==> config.mk <==
export PLATFORM = sky130hd
export DESIGN_NAME = multdiv_ctrl
export DESIGN_NICKNAME = d
export VERILOG_FILES = /design/src/rtl/multdiv_pkg.sv /design/src/rtl/op_counter.sv /design/src/rtl/multdiv_ctrl.sv
export SDC_FILE = /design/constraint.sdc
export NUM_CORES = 1
export LEC_CHECK = 0
export BUFFER_PORTS_ARGS = -buffer_cell sky130_fd_sc_hd__buf_4
export CAP_MARGIN = 20
export CORE_ASPECT_RATIO = 0.6
export CORE_MARGIN = 4
export CORE_UTILIZATION = 48
export DETAILED_ROUTE_END_ITERATION = 8
export HOLD_SLACK_MARGIN = 0.12
export PLACE_DENSITY = 0.86
export SYNTH_ARGS = -nofsm -noshare
export SYNTH_HDL_FRONTEND = slang
export SYNTH_HIERARCHICAL = 1
export SYNTH_SLANG_ARGS = --single-unit
export TNS_END_PERCENT = 5
==> constraint.sdc <==
create_clock -name clk -period 5.8 [get_ports clk]
set_input_delay 1.16 -clock clk [delete_from_list [all_inputs] [get_ports clk]]
set_output_delay 1.16 -clock clk [all_outputs]
set_load 0.1 [all_outputs]
==> src/rtl/multdiv_pkg.sv <==
// Shared types and constants for the multiply/divide sequencer.
//   state_t              : controller FSM states
//   COUNT_W              : width of the internal iteration counter
//   *_CYCLES_DEFAULT     : count values presented to each datapath
package multdiv_pkg;

   localparam int unsigned COUNT_W             = 6;
   localparam int unsigned DATA_W              = 32;
   localparam int unsigned MULT_CYCLES_DEFAULT = 17;
   localparam int unsigned DIV_CYCLES_DEFAULT  = 33;

   typedef enum logic [2:0] {
      ST_IDLE  = 3'd0,
      ST_MULT  = 3'd1,
      ST_DIV   = 3'd2,
      ST_DZERO = 3'd3,
      ST_DONE  = 3'd4
   } state_t;

endpackage

==> src/rtl/op_counter.sv <==
// Iteration counter shared by the multiply and divide sequences.
//   clk, reset_n : clock, async active-low reset
//   i_clr        : synchronous clear (wins over i_en)
//   i_en         : increment enable
//   i_limit      : runtime terminal value
//   o_count      : current count
//   o_terminal   : high while o_count equals i_limit
module op_counter #(
   parameter int unsigned W = 6
) (
   input  logic         clk,
   input  logic         reset_n,
   input  logic         i_clr,
   input  logic         i_en,
   input  logic [W-1:0] i_limit,
   output logic [W-1:0] o_count,
   output logic         o_terminal
);

   logic [W-1:0] r_count;

   // Counter register
   always_ff @(posedge clk or negedge reset_n) begin
      if (!reset_n) begin
         r_count <= '0;
      end else if (i_clr) begin
         r_count <= '0;
      end else if (i_en) begin
         r_count <= r_count + W'(1);
      end
   end

   assign o_count    = r_count;
   assign o_terminal = (r_count == i_limit);

endmodule

==> src/rtl/multdiv_ctrl.sv <==
// Sequencer for the shared multiply/divide datapath. Latches operands on a
// start pulse, drives the iteration count into the selected datapath,
// captures its result/exception on the final iteration and strobes ready.
//   clk, reset_n              : clock, async active-low reset
//   ctrl_MULT, ctrl_DIV       : start pulses (MULT wins when both)
//   data_operandA/B           : operands, sampled with a start pulse
//   opA_q, opB_q, count       : registered operands and iteration index
//   mult_en, div_en           : datapath selects
//   mult_product, mult_ovf    : multiplier result
//   div_quot, div_exc         : divider result
//   data_result/exception     : held result, updated only on capture
//   data_resultRDY            : one-cycle completion strobe
//   busy                      : operation in flight
module multdiv_ctrl
   import multdiv_pkg::*;
#(
   parameter int unsigned MULT_CYCLES = MULT_CYCLES_DEFAULT,
   parameter int unsigned DIV_CYCLES  = DIV_CYCLES_DEFAULT
) (
   input  logic        clk,
   input  logic        reset_n,
   input  logic        ctrl_MULT,
   input  logic        ctrl_DIV,
   input  logic [31:0] data_operandA,
   input  logic [31:0] data_operandB,
   output logic [31:0] opA_q,
   output logic [31:0] opB_q,
   output logic [31:0] count,
   output logic        mult_en,
   output logic        div_en,
   input  logic [31:0] mult_product,
   input  logic        mult_ovf,
   input  logic [31:0] div_quot,
   input  logic        div_exc,
   output logic [31:0] data_result,
   output logic        data_exception,
   output logic        data_resultRDY,
   output logic        busy
);

   state_t              r_state;
   state_t              w_state_nxt;
   logic [DATA_W-1:0]   r_opa;
   logic [DATA_W-1:0]   r_opb;
   logic [DATA_W-1:0]   r_result;
   logic                r_exc;
   logic                r_rdy;
   logic                r_busy;
   logic                r_mult_en;
   logic                r_div_en;

   logic                w_start;
   logic                w_counting;
   logic [COUNT_W-1:0]  w_limit;
   logic [COUNT_W-1:0]  w_cnt;
   logic                w_terminal;
   logic                w_cap;
   logic [DATA_W-1:0]   w_cap_result;
   logic                w_cap_exc;
   logic                w_mult_en_nxt;
   logic                w_div_en_nxt;
   logic                w_busy_nxt;
   logic                w_rdy_nxt;

   assign w_start    = ctrl_MULT | ctrl_DIV;
   assign w_counting = (r_state == ST_MULT) || (r_state == ST_DIV);
   assign w_limit    = (r_state == ST_DIV) ? COUNT_W'(DIV_CYCLES - 1)
                                           : COUNT_W'(MULT_CYCLES - 1);

   // Count held at 0 outside MULT/DIV; restarted by any start or on the last step
   op_counter #(.W(COUNT_W)) u_cnt (
      .clk        (clk),
      .reset_n    (reset_n),
      .i_clr      (w_start | ~w_counting | w_terminal),
      .i_en       (w_counting),
      .i_limit    (w_limit),
      .o_count    (w_cnt),
      .o_terminal (w_terminal)
   );

   // State register plus registered operands, result and status outputs
   always_ff @(posedge clk or negedge reset_n) begin
      if (!reset_n) begin
         r_state   <= ST_IDLE;
         r_opa     <= '0;
         r_opb     <= '0;
         r_result  <= '0;
         r_exc     <= 1'b0;
         r_rdy     <= 1'b0;
         r_busy    <= 1'b0;
         r_mult_en <= 1'b0;
         r_div_en  <= 1'b0;
      end else begin
         r_state   <= w_state_nxt;
         r_rdy     <= w_rdy_nxt;
         r_busy    <= w_busy_nxt;
         r_mult_en <= w_mult_en_nxt;
         r_div_en  <= w_div_en_nxt;
         if (w_start) begin
            r_opa <= data_operandA;
            r_opb <= data_operandB;
         end
         if (w_cap) begin
            r_result <= w_cap_result;
            r_exc    <= w_cap_exc;
         end
      end
   end

   // Next-state logic; a start pulse overrides whatever is in flight
   always_comb begin
      w_state_nxt = r_state;
      if (ctrl_MULT) begin
         w_state_nxt = ST_MULT;
      end else if (ctrl_DIV) begin
         w_state_nxt = (data_operandB == '0) ? ST_DZERO : ST_DIV;
      end else begin
         case (r_state)
            ST_IDLE:  w_state_nxt = ST_IDLE;
            ST_MULT:  if (w_terminal) w_state_nxt = ST_DONE;
            ST_DIV:   if (w_terminal) w_state_nxt = ST_DONE;
            ST_DZERO: w_state_nxt = ST_DONE;
            ST_DONE:  w_state_nxt = ST_IDLE;
            default:  w_state_nxt = ST_IDLE;
         endcase
      end
   end

   // Output logic: next-cycle status and result capture (aborted ops never capture)
   always_comb begin
      w_mult_en_nxt = (w_state_nxt == ST_MULT);
      w_div_en_nxt  = (w_state_nxt == ST_DIV);
      w_busy_nxt    = (w_state_nxt == ST_MULT) || (w_state_nxt == ST_DIV) ||
                      (w_state_nxt == ST_DZERO);
      w_rdy_nxt     = (w_state_nxt == ST_DONE);
      w_cap         = 1'b0;
      w_cap_result  = '0;
      w_cap_exc     = 1'b0;
      if (!w_start) begin
         case (r_state)
            ST_MULT: begin
               w_cap        = w_terminal;
               w_cap_result = mult_product;
               w_cap_exc    = mult_ovf;
            end
            ST_DIV: begin
               w_cap        = w_terminal;
               w_cap_result = div_quot;
               w_cap_exc    = div_exc;
            end
            ST_DZERO: begin
               w_cap        = 1'b1;
               w_cap_result = '0;
               w_cap_exc    = 1'b1;
            end
            default: begin
               w_cap = 1'b0;
            end
         endcase
      end
   end

   assign opA_q          = r_opa;
   assign opB_q          = r_opb;
   assign count          = DATA_W'(w_cnt);
   assign mult_en        = r_mult_en;
   assign div_en         = r_div_en;
   assign data_result    = r_result;
   assign data_exception = r_exc;
   assign data_resultRDY = r_rdy;
   assign busy           = r_busy;

endmodule

==> results of run 1 <==
==> report_power, final <==
group	internal, mW	switching (mW)
combinational	0.239	0.874
sequential	0.855	0.0489
clock	0.290	0.260
total	1.38	1.18
==> how the worst min path moves through the flow <==
stage | to | cells past startpoint
2_1_floorplan | data_exception$_DFFE_PN0P_ | 2
3_3_place_gp | data_result[30]$_DFFE_PN0P_ | 2
3_5_place_dp | data_result[26]$_DFFE_PN0P_ | 2
4_1_cts | data_result[30]$_DFFE_PN0P_ | 2
5_1_grt | data_result[18]$_DFFE_PN0P_ | 2
6_report | data_result[30]$_DFFE_PN0P_ | 2
==> registers in the layout, indices dropped and copies added (netlist names) <==
name and count:
u_cnt/o_count 6, data_exception 1, busy 1, opB_q 32
data_result 32, data_resultRDY 1, r_state 3, opA_q 32
div_en 1, mult_en 1
==> cell type report <==
cell class / count / area share [%]
clock buffer: 10 / 3.359
timing repair buffer: 245 / 26.98
multi-input combinational: 247 / 26.08
inverter: 5 / 0.2753
sequential: 110 / 40.38
tap: 130 / 2.386
clock inverter: 5 / 0.5323
==> Yosys cell counts, types with 2 or more instances <==
cell     number
dfrtp_1     110
mux2_2       64
nand2_1      37
buf_4        33
a22oi_1      32
o21ai_1      22
nor2_1        9
buf_6         7
nor4_1        6
o21ai_0       6
o21ai_2       6
inv_1         5
xnor2_1       5
xor2_1        5
buf_2         4
nor3_1        4
a21oi_1       3
nand4_1       3
nand3_1       2
nor3b_4       2
==> through the flow <==
stage	hold WS, ps	total power, mW
after floorplan	686.5	1.772
after global placement	464.1	2.020
after detailed placement	475.0	2.038
after CTS	491.1	2.592
after global routing	512.1	2.669
final	486.1	2.567
==> metal layers <==
metal | vias up | part of all wire (%)
li1 | 1753 | -
met1 | 1755 | 39
met2 | 146 | 51
met3 | 24 | 8.9
met4 | 0 | 1.9
met5 | - | 0
==> critical path: cells and delay by family, from the launching register on <==
family | cells | cell delay, ps
adders and majority gates | 1 | 320
xor gates and xnor gates | 1 | 120
DFF | 1 | 450
and+or+nand+nor | 4 | 1110
buffers and inverters | 2 | 730
AOI/OAI and AO/OA | 1 | 90
==> kinds of logic (layout without fill, tap and decap cells) <==
family / Yosys count / in the layout / share of synthesized area (%)
AO/OA/AOI/OAI: 71 / 71 / 9.773
XOR/XNOR: 10 / 10 / 1.829
multiplexers: 65 / 65 / 15.26
adder cells (fa/ha/maj): 2 / 2 / 0.4964
other: 1 / 30 / 0.07832
flip-flops: 110 / 110 / 57.49
buffers and inverters: 51 / 265 / 7.813
AND/OR/NAND/NOR: 69 / 69 / 7.265
==> placed cells by master, fill, tap and decap left out, types with 4 or more instances in the layout <==
cell / Yosys / routed
buf_4: 33 / 245
dfrtp_1: 110 / 110
mux2_2: 64 / 64
nand2_1: 37 / 37
a22oi_1: 32 / 32
conb_1: 1 / 30
o21ai_1: 22 / 22
clkbuf_16: 0 / 9
nor2_1: 9 / 8
nor4_1: 6 / 6
o21ai_2: 6 / 6
o21ai_0: 6 / 6
inv_1: 5 / 5
xor2_1: 5 / 5
xnor2_1: 5 / 5
nor3_1: 4 / 4
==> metrics.yaml, run 1 <==
cells_and_area:
  fraction_of_layout_cells_with_a_size_suffix_above_1_pct: 54.18
  final-seq-area_sq_um: 2753
  nets: 753
  number_of_non_filler_instances_in_the_completed_layout: 752
  areaGrowthSynthToFinish_pct: 42.36
  nFillCells: 670
  multiInputGateArea_sq_um: 1778
  post-route-util_pct: 72.06
  finished_layout_cell_area_sq_um: 6817
  antenna_diodes: 0
route:
  remaining_drc_errors: 0
  violation_count_after_the_first_detailed_route_iteration: 164
  dr_total_vias: 3678
  drtAntennaViolNets: 0
  routedWlPerCell_um: 16.71
  routed_wl_um: 12560
  drt_first_pass_iters: 4
  drt-vias-per-instance: 4.891
synthesis:
  number_of_synthesized_flops_with_an_enable_pin: 0
  synthesis.instances: 379
  post_synth_num_cell_types: 34
  synth_async_sr_flop_share_pct: 100.0
  ys_top_cells_by_area: "dfrtp_1 (57%), mux2_2 (15%), buf_4 (5.2%)"
  postSynthAreaPerCell_sq_um: 12.63
  postSynthRegisterBits: 110
  synth.largest_area_cell: "dfrtp_1"
  synth_top_area_share_pct: 57.49
  seq_area_frac_synth_pct: 57.49
  post_synth_instance_area_sq_um: 4788
  synth.yosys.warnings: 6
  synth_flop_cell: "dfrtp_1"
critical_path:
  critPathMaxFanout: 68
  critical_path_required_ps: 5980
  max_stage_delay_ps: 450
  rr_worst_depth: 9
  setup.worst_path.start_class: "flip-flop"
  reg2reg_setup_slack_ps: 2800
  worstSetupEndpoint: "data_result[15]$_DFFE_PN0P_"
  worstReg2RegEnd: "data_result[15]$_DFFE_PN0P_"
  cp.arrival_ps: 3190
  critPathMostFrequentCell: "buf_4"
  critPathCaptureType: "flip-flop"
  critPathSlowestCell: "dfrtp_1"
  timing.critical_path.cells: "nor3b_4 > buf_4 > xor2_1 > nor3_1 > maj3_2 > nand3b_2 > buf_4 > nand2_1 > o21ai_1"
  r2r-start: "r_state[0]$_DFF_PN0_"
  crit_start: "r_state[0]$_DFF_PN0_"
  ws_path_type: "flip-flop to flip-flop"
cts:
  tritoncts.num_buffers: 9
  clock-root-buffer: "clkbuf_16"
  cts-resized-gates: 0
  clock_tree.buffer_depth: 2
  tritoncts_num_sinks: 110
  worst_setup_hold_path_clk_slew_ps: 70
  cts_tree: "done"
  clk_latency_ps: 330
  cts_hold_buffers: 0
  cts_htree_levels: 3
  post-cts-setup-buffer-count: 0
power:
  peakVddDrop_uv: 208.6
  leakagePower_nw: 3.321
  pwr_density_cell_nw_per_um2: 376.6
sta:
  worst_slew_pin_slew_ps: 678.7
  timing_max_transition_violations_final: 0
  timing_hold_violations_final: 0
  timing.final.setup_violations: 0
  max_slew_margin_pct: 54.75
  fin_skew_ps: 3.905
  fin_setup_tns_ps: 0
  setup_slack_ps: 2796
  rsz_0062_raised_after_global_routing: "no"
  final.period_utilization_pct: 51.80
  fin_crit_ps: 3004
  achievable-frequency_mhz: 332.9
global_routing:
  grt_pass1_vias: 3900
  top_usage_layer: "met2"
  grt_util_all_layers_pct: 21.11
  grt_first_pass_wirelength_um: 19470
  total_gr_overflow: 0
  globalRouteMet2Util_pct: 35.97
  number_of_antenna_violations_at_the_first_check_in_global_routing: 0
  global_route.usage.met3_pct: 7.761
  grt_start_max_net_pins: 69
  grt_use_met1_pct: 25.35
floorplan:
  coreArea_sq_um: 9459
  initial_core_util_pct: 50.62
  pin_count: 267
  die_footprint_sq_um: 11690
  die_height_um: 85.37
  die_width_um: 136.9
  row_count: 27
outcome:
  run_status: "finished, final reports clean"
place:
  detailed_place.area_sq_um: 6551
  dp.final_hpwl_um: 10030
  gpl.final_weighted_congestion: 0.8421
  port_buffers: 240
  placedCellCount: 737
  dpl_worst_slack_ps: 2861
worst_hold_path:
  min_from: "data_result[30]$_DFFE_PN0P_"
  worst_hold_path_type: "flip-flop to flip-flop"
job:
  drv_cap: 0
Power figures use the tool's default switching activity.
==> inputs of run 2 (changes only) <==
ABC_AREA = 1   (was default)
CORE_UTILIZATION = 46   (was 48)
PLACE_DENSITY = 0.81   (was 0.86)
clock period = 3.2 ns   (was 5.8 ns; I/O delays follow)
==> metrics.yaml, run 2 <==
power:
  total_switching_power_mw: 2.753  # +130%
  leakagePower_nw: 4.057  # +22%
  design_power_total_mw: 5.468  # +110%
  peakVddDrop_uv: 449.6  # +120%
  internal-power_mw: 2.716  # +96%
  seq_power_share_pct: 31.7  # -3.5 points
  power.share.combinational_pct: 47.6  # +4.2 points
  clock_power_share_pct: 20.8  # -0.6 points
  power.share.switching_pct: 50.34  # +4.3 points
  pwr_density_cell_nw_per_um2: 757.2  # +100%
route:
  routedWlPerCell_um: 13.63  # -18%
  dr_total_vias: 4730  # +29%
  routed_wl_um: 14100  # +12%
  remaining_drc_errors: 0  # unchanged
  drt_first_pass_iters: 4  # unchanged
  drt-vias-per-instance: 4.574  # -6.5%
  drtAntennaViolNets: 0  # unchanged
  violation_count_after_the_first_detailed_route_iteration: 202  # +23%
synthesis:
  post_synth_num_cell_types: 28  # -18%
  muxShareOfSynthArea_pct: 0  # -15 points
  synth.largest_area_cell: "dfrtp_1"
  synth_async_sr_flop_share_pct: 100.0  # unchanged
  synthesis.instances: 658  # +74%
  synth-simple-area-share_pct: 28.99  # +22 points
  synth_top_family_by_area: "simple AND/OR/NAND/NOR gates"
  number_of_synthesized_flops_with_an_enable_pin: 0  # unchanged
  yosys-top-cells-count: "nand2_1 (228), nor2_1 (122), dfrtp_1 (110), inv_1 (56), o21ai_0 (44)"
  synthAdderAreaFrac_pct: 0.2444  # -0.25 points
  ys_top_cells_by_area: "dfrtp_1 (54%), nand2_1 (17%), nor2_1 (8.9%)"
  seq_area_frac_synth_pct: 53.78  # -3.7 points
  yosys.cell_count.top_type: "nand2_1"
  synth.yosys.warnings: 6  # unchanged
  synth_top_area_share_pct: 53.78  # -3.7 points
  compound_gate_fraction_of_synth_area_pct: 4.840  # -4.9 points
  post_synth_instance_area_sq_um: 5119  # +6.9%
  synth_flop_cell: "dfrtp_1"
  postSynthAreaPerCell_sq_um: 7.779  # -38%
  postSynthRegisterBits: 110  # unchanged
  synth-xor-area-share_pct: 1.027  # -0.80 points
critical_path:
  critical_path_required_ps: 3470  # -2510 ps
  ws_path_type: "flip-flop to flip-flop"
  timing.critical_path.cells: "inv_2 > nand2_2 > nor2_2 > inv_1 > nand2_1 > nand3_1 > nor2_1 > inv_1 > nand2_1 > nand3_4 > inv_2 > nor2_1 > nor2_1"
  critPathCaptureType: "flip-flop"
  critPathMaxFanout: 35  # -49%
  setup.worst_path.start_class: "flip-flop"
  cp.arrival_ps: 2690  # -500 ps
  max_stage_delay_ps: 610  # +160 ps
  critPathSlowestCell: "inv_2"
  critPathMostFrequentCell: "nor2_1"
outcome:
  run_status: "finished, final reports clean"
cells_and_area:
  nets: 1025  # +36%
  number_of_non_filler_instances_in_the_completed_layout: 1034  # +38%
  antenna_diodes: 0  # unchanged
  multiInputGateArea_sq_um: 1912  # +7.5%
  nFillCells: 915  # +37%
  layout_commonest_cell: "buf_4"
  most-common-layout-cells: "buf_4 (244), nand2_1 (227), nor2_1 (122)"
  fraction_of_layout_cells_with_a_size_suffix_above_1_pct: 30.73  # -23 points
  areaGrowthSynthToFinish_pct: 41.09
  post-route-util_pct: 67.47  # -4.6 points
  final-seq-area_sq_um: 2753  # unchanged
sta:
  fin_crit_ps: 2423  # -581.0 ps
  timing_hold_violations_final: 0  # unchanged
  final.period_utilization_pct: 75.73  # +24 points
  worst_slew_pin_slew_ps: 708.6  # +29.89 ps
  final.hold.worst_slack_ps: 308.3  # -177.8 ps
  max_slew_margin_pct: 52.76  # -2.0 points
  fin_skew_ps: 6.433  # +2.527 ps
  timing.final.setup_violations: 0  # unchanged
  timing_max_transition_violations_final: 0  # unchanged
  achievable-frequency_mhz: 412.7  # +24%
  rsz_0062_raised_after_global_routing: "no"
  fin_setup_tns_ps: 0  # unchanged
floorplan:
  coreArea_sq_um: 10700  # +13%
  die_width_um: 144.2  # +5.3%
  row_count: 29  # +7.4%
  initial_core_util_pct: 47.82  # -2.8 points
  die_height_um: 89.71  # +5.1%
  pin_count: 267  # unchanged
  die_footprint_sq_um: 12930  # +11%
place:
  placedCellCount: 1018  # +38%
  gpl.final_weighted_congestion: 0.8772  # +4.2%
  port_buffers: 240  # unchanged
  dp.final_hpwl_um: 10850  # +8.2%
cts:
  worst_setup_hold_path_clk_slew_ps: 70  # about the same
  clock_tree.buffer_depth: 2  # unchanged
  clk_latency_ps: 340  # about the same
  post-cts-setup-buffer-count: 0  # unchanged
  cts_htree_levels: 3  # unchanged
  cts-resized-gates: 0  # unchanged
  cts_hold_buffers: 0  # unchanged
  tritoncts_num_sinks: 110  # unchanged
  tritoncts.num_buffers: 9  # unchanged
  clock-root-buffer: "clkbuf_16"
  cts_tree: "done"
job:
  drv_cap: 0  # unchanged
global_routing:
  grt_start_max_net_pins: 74  # +7.2%
  total_gr_overflow: 0  # unchanged
  grt_first_pass_wirelength_um: 22120  # +14%
  grt_util_all_layers_pct: 21.20  # +0.094 points
  number_of_antenna_violations_at_the_first_check_in_global_routing: 0  # unchanged
  grt_pass1_vias: 4400  # +13%
worst_hold_path:
  worst_hold_path_type: "input port to async pin"
run 2: layout make-up:
| type | instances | area share (%) |
|---|---|---|
| sequential | 110 | 38.12 |
| tap | 139 | 2.408 |
| inverter | 61 | 3.170 |
| clock buffer | 9 | 3.119 |
| clock inverter | 7 | 1.074 |
| timing repair buffer | 245 | 25.64 |
| multi-input combinational | 463 | 26.47 |
run 2: routing by layer:
metal / GRT usage, % / vias to the layer above / wire length, um
li1: - / 2383 / -
met1: 29.46 / 2163 / 6067
met2: 32.43 / 168 / 6550
met3: 7.264 / 16 / 1316
met4: 4.503 / 0 / 163
met5: 0 / - / 0
run 2: power groups by stage:
stage / combinational (mW) / sequential (mW) / clock [mW]
CTS: 2.61 / 1.73 / 1.17
global placement: 2.59 / 1.75 / 0
global route: 2.70 / 1.76 / 1.23
detailed placement: 2.62 / 1.75 / 0
finish: 2.60 / 1.73 / 1.14
floorplan: 0.424 / 3.32 / 0
run 2: stage by stage:
step	cell area [sq um]	setup WS, ps
6_report	7222	776.7
3_5_place_dp	6919	761.9
4_1_cts	7222	753.3
3_3_place_gp	6919	877.5
2_1_floorplan	5228	922.9
5_1_grt	7222	451.4
run 2: worst max-delay path: cells and delay by family (launching register included):
kind / cells / cell delay (ps)
simple gates: 9 / 1110
flops: 1 / 370
buf+inv: 4 / 860
run 2: path summary, 6_finish.rpt:
kind                                      startpoint                            to  slack [ps]  cells after the start
worst max-delay path            r_state[2]$_DFF_PN0_   data_result[25]$_DFFE_PN0P_         780                     13
worst min-delay path                         reset_n  u_cnt/o_count[3]$_DFFE_PN0P_         310                      1
worst max register to register  r_state[2]$_DFF_PN0_   data_result[25]$_DFFE_PN0P_         780                     13
worst min register to register  opA_q[8]$_DFFE_PN0N_          opA_q[8]$_DFFE_PN0N_         470                      2
max in group asynchronous                    reset_n         opB_q[27]$_DFFE_PN0N_        2100                      2
min in group clk                opA_q[8]$_DFFE_PN0N_          opA_q[8]$_DFFE_PN0N_         470                      2
run 2: logic make-up (layout without fill, tap and decap cells):
family,Yosys count,in the layout
AO/OA/AOI/OAI,49,49
XOR/XNOR,6,6
adder cells (fa/ha/maj),1,1
buffers and inverters,114,322
flip-flops,110,110
other,1,30
AND/OR/NAND/NOR,377,377
==> inputs of run 3 (changes only) <==
ABC_AREA = 0   (was 1)
CORE_UTILIZATION = 44   (was 46)
PLACE_DENSITY = 0.8   (was 0.81)
clock period = 2.5 ns   (was 3.2 ns; I/O delays follow)
==> metrics.yaml, run 3 (same netlist as run 1, synthesis figures left out) <==
outcome:
  run_status: "finished, final reports clean"
power:
  peakVddDrop_uv: 537.8  # +20%
  total_switching_power_mw: 2.792  # +1.4%
  clock_power_share_pct: 23.5  # +2.7 points
  pwr_density_cell_nw_per_um2: 884.0  # +17%
  seq_power_share_pct: 34.2  # +2.5 points
  power.share.switching_pct: 45.57  # -4.8 points
  leakagePower_nw: 3.375  # -17%
  power.share.combinational_pct: 42.3  # -5.3 points
  internal-power_mw: 3.336  # +23%
cts:
  tritoncts_num_sinks: 110  # unchanged
  cts-resized-gates: 0  # unchanged
  cts_tree: "done"
  clock_tree.buffer_depth: 2  # unchanged
  clock-root-buffer: "clkbuf_16"
  cts_hold_buffers: 1  # +1
  tritoncts.num_buffers: 9  # unchanged
  clk_latency_ps: 340  # about the same
  worst_setup_hold_path_clk_slew_ps: 70  # about the same
  post-cts-setup-buffer-count: 0  # unchanged
  cts_htree_levels: 3  # unchanged
sta:
  achievable-frequency_mhz: 438.2  # +6.2%
  timing_max_transition_violations_final: 0  # unchanged
  fin_skew_ps: 7.321  # +0.8881 ps
  fin_crit_ps: 2282  # -141.0 ps
  rsz_0062_raised_after_global_routing: "no"
  fin_setup_tns_ps: 0  # unchanged
  setup_slack_ps: 217.7  # -559.0 ps
  timing.final.setup_violations: 0  # unchanged
  timing_hold_violations_final: 0  # unchanged
  final.period_utilization_pct: 91.29  # +16 points
place:
  port_buffers: 240  # unchanged
  dp.final_hpwl_um: 9723  # -10%
  dpl_worst_slack_ps: 229.6  # -532.2 ps
  placedCellCount: 748  # -27%
  gpl.final_weighted_congestion: 0.7809  # -11%
job:
  drv_cap: 0  # unchanged
floorplan:
  initial_core_util_pct: 45.19  # -2.6 points
  row_count: 29  # unchanged
  pin_count: 267  # unchanged
  die_width_um: 142.7  # -1.0%
  die_footprint_sq_um: 12670  # -2.0%
  die_height_um: 88.81  # -1.0%
  coreArea_sq_um: 10600  # -1.0%
critical_path:
  critical_path_required_ps: 2780  # -690 ps
  max_stage_delay_ps: 460  # -150 ps
  path_depth: 10  # -3
  rr_worst_depth: 10  # -3
  critPathMaxFanout: 68  # +94%
  setup.worst_path.start_class: "flip-flop"
  ws_path_type: "flip-flop to flip-flop"
  reg2reg_setup_slack_ps: 220  # -560 ps
  worst_path_dominant_cell_family: "simple AND/OR/NAND/NOR gates"
  timing.critical_path.cells: "nor3b_4 > inv_1 > xnor2_1 > nand4_1 > nor3_1 > maj3_2 > nand3b_2 > buf_12 > a211oi_2 > a21o_1"
  critical_path_buf_inv_count: 2  # -2
  r2r-start: "r_state[0]$_DFF_PN0_"
  critPathSlowestCell: "dfrtp_1"
  worstReg2RegEnd: "data_exception$_DFFE_PN0P_"
  cp.arrival_ps: 2560  # -130 ps
  critPathCaptureType: "flip-flop"
global_routing:
  grt_start_max_net_pins: 69  # -6.8%
  grt_first_pass_wirelength_um: 18880  # -15%
  grt_pass1_vias: 3715  # -16%
  number_of_antenna_violations_at_the_first_check_in_global_routing: 0  # unchanged
  total_gr_overflow: 0  # unchanged
  grt_util_all_layers_pct: 18.84  # -2.4 points
cells_and_area:
  areaGrowthSynthToFinish_pct: 44.76
  antenna_diodes: 0  # unchanged
  fraction_of_layout_cells_with_a_size_suffix_above_1_pct: 54.47  # +24 points
  most-common-layout-cells: "buf_4 (244), dfrtp_1 (110), mux2_2 (64)"
  final-seq-area_sq_um: 2753  # unchanged
  nets: 756  # -26%
  nFillCells: 821  # -10%
  layout_commonest_cell: "buf_4"
  multiInputGateArea_sq_um: 1778  # -7.0%
  number_of_non_filler_instances_in_the_completed_layout: 765  # -26%
route:
  violation_count_after_the_first_detailed_route_iteration: 162  # -20%
  drtAntennaViolNets: 0  # unchanged
  remaining_drc_errors: 0  # unchanged
  drt-vias-per-instance: 4.762  # +4.1%
  drt_first_pass_iters: 4  # unchanged
  routedWlPerCell_um: 16.12  # +18%
  routed_wl_um: 12330  # -13%
  dr_total_vias: 3643  # -23%
worst_hold_path:
  worst_hold_path_type: "input port to flip-flop"
  min_from: "ctrl_MULT"
  hold-path-endpoint: "r_state[1]$_DFF_PN0_"
  timing.hold.worst_path_depth: 2
-- run 3: changes by cell type in the layout (fill, tap and decap cells not counted), sizes merged, moves of 12 or more --
cell and delta:
nor2 -116, o21ai -12, nand2 -193, a22oi +32, inv -57, mux2 +64
-- run 3: layout make-up --
| type | count | share of cell area (%) |
|---|---|---|
| clock buffers | 9 | 3.249 |
| clock inverters | 7 | 1.173 |
| inverters | 5 | 0.2708 |
| multi-input cells | 247 | 25.65 |
| flip-flops and latches | 110 | 39.71 |
| well taps | 139 | 2.509 |
| repair buffers | 248 | 27.44 |
-- run 3: worst max-delay path by stage --
stage / from / endpoint
after CTS: r_state[0]$_DFF_PN0_ / data_exception$_DFFE_PN0P_
after global routing: r_state[0]$_DFF_PN0_ / data_exception$_DFFE_PN0P_
after floorplan: u_cnt/o_count[4]$_DFFE_PN0P_ / data_result[15]$_DFFE_PN0P_
after global placement: r_state[2]$_DFF_PN0_ / data_exception$_DFFE_PN0P_
after detailed placement: r_state[2]$_DFF_PN0_ / data_exception$_DFFE_PN0P_
final: r_state[0]$_DFF_PN0_ / data_exception$_DFFE_PN0P_
-- run 3: power groups by stage --
stage                     Clock (mW)  Combinational (mW)  Sequential, mW
after floorplan                    0               0.503            3.61
after global placement             0                2.58            2.12
after detailed placement           0                2.60            2.13
after CTS                       1.49                2.61            2.10
after global routing            1.55                2.68            2.12
final                           1.44                2.59            2.10
-- run 3: stage by stage --
stage	utilization [%]	power, mW	area [sq um]	hold slack [ps]
after floorplan	-	4.111	4897	204.4
after global placement	62.43	4.694	6615	462.9
after detailed placement	62.43	4.735	6615	473.3
after CTS	65.42	6.196	6932	340.2
after global routing	65.42	6.355	6932	350.2
final	65.42	6.128	6932	355.5
-- run 3: per-layer routing --
metal / vias up / routed length, um / part of all wire, % / track usage [%]
li1: 1764 / - / - / -
met1: 1728 / 4925 / 40 / 23.39
met2: 141 / 6124 / 50 / 31.86
met3: 10 / 1168 / 9.5 / 6.965
met4: 0 / 116 / 0.94 / 4.400
met5: - / 0 / 0 / 0
